`src/rtl/fp16_add_seq_pkg.sv`:
```
// rtl/fp16_add_seq_pkg.sv - shared FSM states and FP16 constants for the sequential adder
package fp16_add_seq_pkg;

  typedef enum logic [2:0] {
    S_IDLE,
    S_CHECK,
    S_ALIGN,
    S_ADD,
    S_NORM,
    S_ROUND,
    S_DONE
  } state_t;

  localparam logic [4:0]  EXP_MAX     = 5'b11111;
  localparam logic [15:0] QNAN_CANCEL = 16'h7FFF;
  localparam int          BIAS        = 15;
  localparam int          SIG_W       = 14;

endpackage

```
`src/rtl/fp16_special_check.sv`:
```
// rtl/fp16_special_check.sv - NaN/inf/zero operand classification and result selection
module fp16_special_check
  import fp16_add_seq_pkg::*;
(
  input  logic [15:0] a,
  input  logic [15:0] b,
  output logic [15:0] result,
  output logic        hit
);

  logic a_nan, b_nan, a_inf, b_inf, a_zero, b_zero;
  logic [9:0] min_mant;

  assign a_nan  = (a[14:10] == EXP_MAX) && (a[9:0] != 10'd0);
  assign b_nan  = (b[14:10] == EXP_MAX) && (b[9:0] != 10'd0);
  assign a_inf  = (a[14:10] == EXP_MAX) && (a[9:0] == 10'd0);
  assign b_inf  = (b[14:10] == EXP_MAX) && (b[9:0] == 10'd0);
  assign a_zero = (a[14:0] == 15'd0);
  assign b_zero = (b[14:0] == 15'd0);
  assign min_mant = (a[9:0] < b[9:0]) ? a[9:0] : b[9:0];

  // Priority order matters: a NaN beats an inf, an inf beats a zero
  always_comb begin
    result = 16'h0000;
    hit    = 1'b1;
    if (a_nan && b_nan)      result = {a[15], EXP_MAX, min_mant};
    else if (a_nan)          result = a;
    else if (b_nan)          result = b;
    else if (a_inf && b_inf) result = (a[15] == b[15]) ? a : QNAN_CANCEL;
    else if (a_inf)          result = a;
    else if (b_inf)          result = b;
    else if (a_zero)         result = b;
    else if (b_zero)         result = a;
    else                     hit    = 1'b0;
  end

endmodule

```
`src/rtl/fp16_add_seq.sv`:
```
// rtl/fp16_add_seq.sv - multi-cycle FP16 adder: check, align, add, normalise, round
module fp16_add_seq
  import fp16_add_seq_pkg::*;
(
  input  logic        clk,
  input  logic        rst,
  input  logic        start,
  input  logic [15:0] a,
  input  logic [15:0] b,
  output logic [15:0] result,
  output logic        done,
  output logic        busy,
  output logic        exc_flag
);

  state_t             state;
  logic [15:0]        a_r, b_r;
  logic               sign_r, sub_r, zero_r;
  logic [5:0]         exp_r;
  logic [SIG_W-1:0]   sig_r, sig_small;

  logic [15:0]        spec_result;
  logic               spec_hit;

  fp16_special_check u_special (
    .a      (a_r),
    .b      (b_r),
    .result (spec_result),
    .hit    (spec_hit)
  );

  // Subnormals behave as exponent 1 with a cleared hidden bit
  logic [4:0]       a_exp, b_exp, big_exp, small_exp, diff;
  logic [SIG_W-1:0] a_sig, b_sig, big_sig, small_sig, shifted, lost;
  logic             a_ge;

  assign a_exp     = (a_r[14:10] == 5'd0) ? 5'd1 : a_r[14:10];
  assign b_exp     = (b_r[14:10] == 5'd0) ? 5'd1 : b_r[14:10];
  assign a_sig     = {(a_r[14:10] != 5'd0), a_r[9:0], 3'b000};
  assign b_sig     = {(b_r[14:10] != 5'd0), b_r[9:0], 3'b000};
  assign a_ge      = (a_r[14:0] >= b_r[14:0]);
  assign big_exp   = a_ge ? a_exp : b_exp;
  assign small_exp = a_ge ? b_exp : a_exp;
  assign big_sig   = a_ge ? a_sig : b_sig;
  assign small_sig = a_ge ? b_sig : a_sig;
  assign diff      = big_exp - small_exp;

  always_comb begin
    lost    = '0;
    shifted = '0;
    if (diff >= 5'd14) begin
      shifted = {{(SIG_W-1){1'b0}}, |small_sig};
    end else begin
      lost       = small_sig & ~({SIG_W{1'b1}} << diff);
      shifted    = small_sig >> diff;
      shifted[0] = shifted[0] | (|lost);
    end
  end

  logic [SIG_W:0] sum;
  assign sum = sub_r ? ({1'b0, sig_r} - {1'b0, sig_small})
                     : ({1'b0, sig_r} + {1'b0, sig_small});

  // Round-to-nearest-even on guard/round/sticky; sig_r[3] is the result LSB
  logic        round_up, rnd_hid;
  logic [11:0] rnd;
  logic [5:0]  rnd_exp;
  logic [9:0]  rnd_man;
  logic [15:0] packed_res;

  assign round_up = sig_r[2] & (sig_r[1] | sig_r[0] | sig_r[3]);
  assign rnd      = {1'b0, sig_r[13:3]} + {11'd0, round_up};

  always_comb begin
    rnd_exp = exp_r;
    rnd_man = rnd[9:0];
    rnd_hid = rnd[10];
    if (rnd[11]) begin
      rnd_exp = exp_r + 6'd1;
      rnd_man = 10'd0;
      rnd_hid = 1'b1;
    end
    if (zero_r)
      packed_res = 16'h0000;
    else if (rnd_exp >= 6'd31)
      packed_res = {sign_r, EXP_MAX, 10'd0};
    else
      packed_res = {sign_r, (rnd_hid ? rnd_exp[4:0] : 5'd0), rnd_man};
  end

  assign done = (state == S_DONE);
  assign busy = (state != S_IDLE);

  always_ff @(posedge clk or posedge rst) begin
    if (rst) begin
      state     <= S_IDLE;
      a_r       <= '0;
      b_r       <= '0;
      sign_r    <= 1'b0;
      sub_r     <= 1'b0;
      zero_r    <= 1'b0;
      exp_r     <= '0;
      sig_r     <= '0;
      sig_small <= '0;
      result    <= 16'h0000;
      exc_flag  <= 1'b0;
    end else begin
      case (state)
        S_IDLE: begin
          if (start) begin
            a_r   <= a;
            b_r   <= b;
            state <= S_CHECK;
          end
        end
        S_CHECK: begin
          if (spec_hit) begin
            result   <= spec_result;
            exc_flag <= 1'b1;
            state    <= S_DONE;
          end else begin
            state <= S_ALIGN;
          end
        end
        S_ALIGN: begin
          sign_r    <= a_ge ? a_r[15] : b_r[15];
          sub_r     <= a_r[15] ^ b_r[15];
          exp_r     <= {1'b0, big_exp};
          sig_r     <= big_sig;
          sig_small <= shifted;
          state     <= S_ADD;
        end
        S_ADD: begin
          zero_r <= (sum == '0);
          if (sum[SIG_W]) begin
            sig_r <= {sum[SIG_W:2], sum[1] | sum[0]};
            exp_r <= exp_r + 6'd1;
          end else begin
            sig_r <= sum[SIG_W-1:0];
          end
          state <= S_NORM;
        end
        S_NORM: begin
          if (!zero_r && !sig_r[SIG_W-1] && exp_r > 6'd1) begin
            sig_r <= sig_r << 1;
            exp_r <= exp_r - 6'd1;
          end else begin
            state <= S_ROUND;
          end
        end
        S_ROUND: begin
          result   <= packed_res;
          exc_flag <= 1'b0;
          state    <= S_DONE;
        end
        S_DONE:  state <= S_IDLE;
        default: state <= S_IDLE;
      endcase
    end
  end

endmodule

```
`config.mk`:
```
export PLATFORM = sky130hd
export DESIGN_NAME = fp16_add_seq
export DESIGN_NICKNAME = d
export VERILOG_FILES = /design/src/rtl/fp16_add_seq_pkg.sv /design/src/rtl/fp16_special_check.sv /design/src/rtl/fp16_add_seq.sv
export SDC_FILE = /design/constraint.sdc
export NUM_CORES = 1
export LEC_CHECK = 0
export ABC_AREA = 1
export BUFFER_PORTS_ARGS = -buffer_cell sky130_fd_sc_hd__clkbuf_2
export CAP_MARGIN = 20
export CORE_AREA = 2 2 182 184
export CTS_BUF_LIST = sky130_fd_sc_hd__clkbuf_4 sky130_fd_sc_hd__clkbuf_8
export CTS_CLUSTER_SIZE = 40
export DETAILED_ROUTE_END_ITERATION = 8
export DIE_AREA = 0 0 184 186
export SLEW_MARGIN = 5
export SYNTH_ARGS = -nofsm -noshare
export SYNTH_HDL_FRONTEND = slang
export SYNTH_SLANG_ARGS = --single-unit
```
`constraint.sdc`:
```
create_clock -name clk -period 6.55 [get_ports clk]
set_input_delay 0.655 -clock clk [delete_from_list [all_inputs] [get_ports clk]]
set_output_delay 0.655 -clock clk [all_outputs]
set_load 0.02 [all_outputs]
```
==> run_results.csv <==
group,metric,value,unit
outcome,status,"finished, final reports clean",
synth,synthCells,1157,
synth,syn_area,7630,um2
critical_path,cp-end-kind,"flip-flop",
timing,finalCritPeriodShare,0.759,
critical_path,cpMostUsedCell,"nand2_1",
clock_tree,hold_buffers,0,
run,maxCapViolations,0,
grt,grt_antenna_before_repair,0,
drt,wl_met3,1390,um
critical_path,slowest_delay,0.41,ns
timing,fin_setup_tns,0,ns
timing,max_freq,201,MHz
finish,final_nets,1268,
synth,synth_cell_types,49,
timing,clock_skew,0.0190,ns
clock_tree,root_buffer,"clkbuf_8",
min_path,hold_path.class,"input pin to async pin",
synth,synth_ff_type,"dfrtp_1",
synth,seq_area_frac_synth,0.292,
drt,vias_per_cell,4.99,
die,fp.dieW,184,um
drt,drt_iter0_markers,776,
drt,drtPass1Iterations,5,
drt,drtAntennaViolNets,0,
die,dieArea,34200,um2
timing,max_slew.worst_pin.slew,0.889,ns
critical_path,critPathBufInv,5,
die,dieHeight,186,um
clock_tree,cts_setup_buffers,0,
synth,ys_top_cells_by_count,"nand2_1, inv_1, nor2_1",
synth,synth_area_leaders,"dfrtp_1, nand2_1, a21oi_1",
critical_path,crit_start,"b_r[2]",
synth,synth-seq-cells,89,
clock_tree,cts_tree,"done",
synth,synth-async-reset-ratio,1.00,
die,initial_utilization,0.237,
critical_path,slowest_stage,"dfrtp_1",
clock_tree,cts_buffer_depth,2,
grt,grt_max_degree,66,
critical_path,path_class,"flip-flop to flip-flop",
critical_path,cp-endpoint,"sig_small[0]",
synth,synth_top_area_frac,0.292,
drt,route.vias.total,8004,
timing,hold_ws,0.203,ns
critical_path,r2r_start,"b_r[2]",
clock_tree,htreeDepth,3,
timing,rsz0062_at_grt,"false",
synth,synth_most_common_cell,"nand2_1",
timing,slew_headroom,0.408,
clock_tree,cts_resized,0,
drt,top_layer,"met4",
grt,grt_overflow_total,0,
finish,drive_gt1_frac,0.0986,
critical_path,critical-path-top-delay-family,"simple AND/OR/NAND/NOR gates",
synth,syn-num-nets,1233,
clock_tree,cts_buffers,9,
critical_path,worstPathMaxFanout,48,
critical_path,critPathRequiredTime,6.84,ns
critical_path,path_depth,25,
finish,final_area,8480,um2
critical_path,reg2regPathDepth,25,
finish,fill_cells,3619,
synth,synth_edf_count,0,
drt,wl,25200,um
critical_path,cp.arrival,5.27,ns
drt,drc_errors,0,
clock_tree,clock-sinks,89,
placed_design,dp_hpwl,19900,um
timing,period_needed,4.97,ns
grt,grt_pass1_vias,7402,
synth,ys_warn_count,0,
timing,finalSetupViolCount,0,
placed_design,place_congestion,0.912,
drt,wl_per_cell,15.7,um
clock_tree,worstSkewPairLatency,0.41,ns
timing,maxSlewViolCount,0,
die,rows,66,
placed_design,io_buffers,53,
timing,hold_viol,0,
critical_path,startpoint_type,"flip-flop",
critical_path,reg2reg_to,"sig_small[0]",
drt,wl_met2,11700,um
die,top_level_ports,54,
synth,yosys.area.top_type,"dfrtp_1",
clock_tree,path_clk_slew,0.11,ns
finish,diodes,0,
grt,grt_util_all_layers,0.151,
synth,syn_avg_cell_area,6.59,um2
placed_design,place_area,8280,um2
finish,area_growth_syn_to_layout,11.3,%
critical_path,r2r_setup_slack,1.58,ns
grt,grt_pass1_wl,40600,um
die,core,32200,um2
drt,m1WireLength,11600,um
[how the worst min path moves through the flow]
stage / endpoint / slack, ns / cells past startpoint
after floorplan: sign_r / 0.45 / 2
after global placement: result[13] / 0.47 / 2
after detailed placement: exc_flag / 0.47 / 2
after CTS: result[10] / 0.22 / 2
after global routing: result[10] / 0.23 / 2
final: result[13] / 0.20 / 2
[per-layer routing]
metal | up-vias | track usage
met4 | 0 | 0.0387
met2 | 289 | 0.251
met5 | - | 0
met1 | 3765 | 0.208
met3 | 34 | 0.0192
li1 | 3916 | -
[placed cells by master (no fill, tap or decap), drive strengths merged, types with 8 or more instances in the layout]
cell type and count:
nand2 268, nand4 21, a21oi 121, nor2 126
a31oi 8, xor2 30, inv 157, o22ai 8
o21ai 95, nor3 15, ha 39, dfrtp 89
clkbuf 62, o211ai 13, nand3 88
[flip-flops by register name, indices dropped and copies added (netlist names)]
signal and flops:
result 16, state 3, sub_r 1, a_r 16, sig_r 14, sign_r 1
zero_r 1, exp_r 6, sig_small 14, b_r 16, exc_flag 1
[through the flow]
step	utilization	worst slack (ns)	instances
global placement	0.257	1.86	1589
CTS	0.263	1.66	1605
floorplan	-	2.81	1157
finish	0.263	1.58	1605
detailed placement	0.257	1.71	1589
global route	0.263	1.09	1605
[area by class of cell]
| class | count | area (um2) | share of cell area |
|---|---|---|---|
| Tap cell | 408 | 510 | 0.0602 |
| Clock buffer | 9 | 124 | 0.0146 |
| Multi-Input combinational cell | 878 | 4650 | 0.549 |
| Sequential cell | 89 | 2230 | 0.262 |
| Clock inverter | 7 | 82.6 | 0.00973 |
| Inverter | 157 | 591 | 0.0696 |
| Timing Repair Buffer | 57 | 295 | 0.0348 |
[worst reg2reg max path: cells and delay by family, from the launching register on]
kind	cells	cell delay, ns
AO/OA/AOI/OAI	4	0.67
flip-flops	1	0.41
AND/OR/NAND/NOR	13	1.95
adder cells (fa/ha/maj)	3	0.99
buffers and inverters	5	0.83
[cells by family after synthesis]
family | after synthesis | share of synthesized area
AOI/OAI and AO/OA | 270 | 0.198
xor gates and xnor gates | 33 | 0.0379
adders and majority gates | 41 | 0.0692
buffers and inverters | 190 | 0.0983
DFF | 89 | 0.292
muxes | 1 | 0.00148
and+or+nand+nor | 533 | 0.303
Power is not shown: default switching activity piles up to over one toggle a cycle in this logic, so the estimate is an artifact.
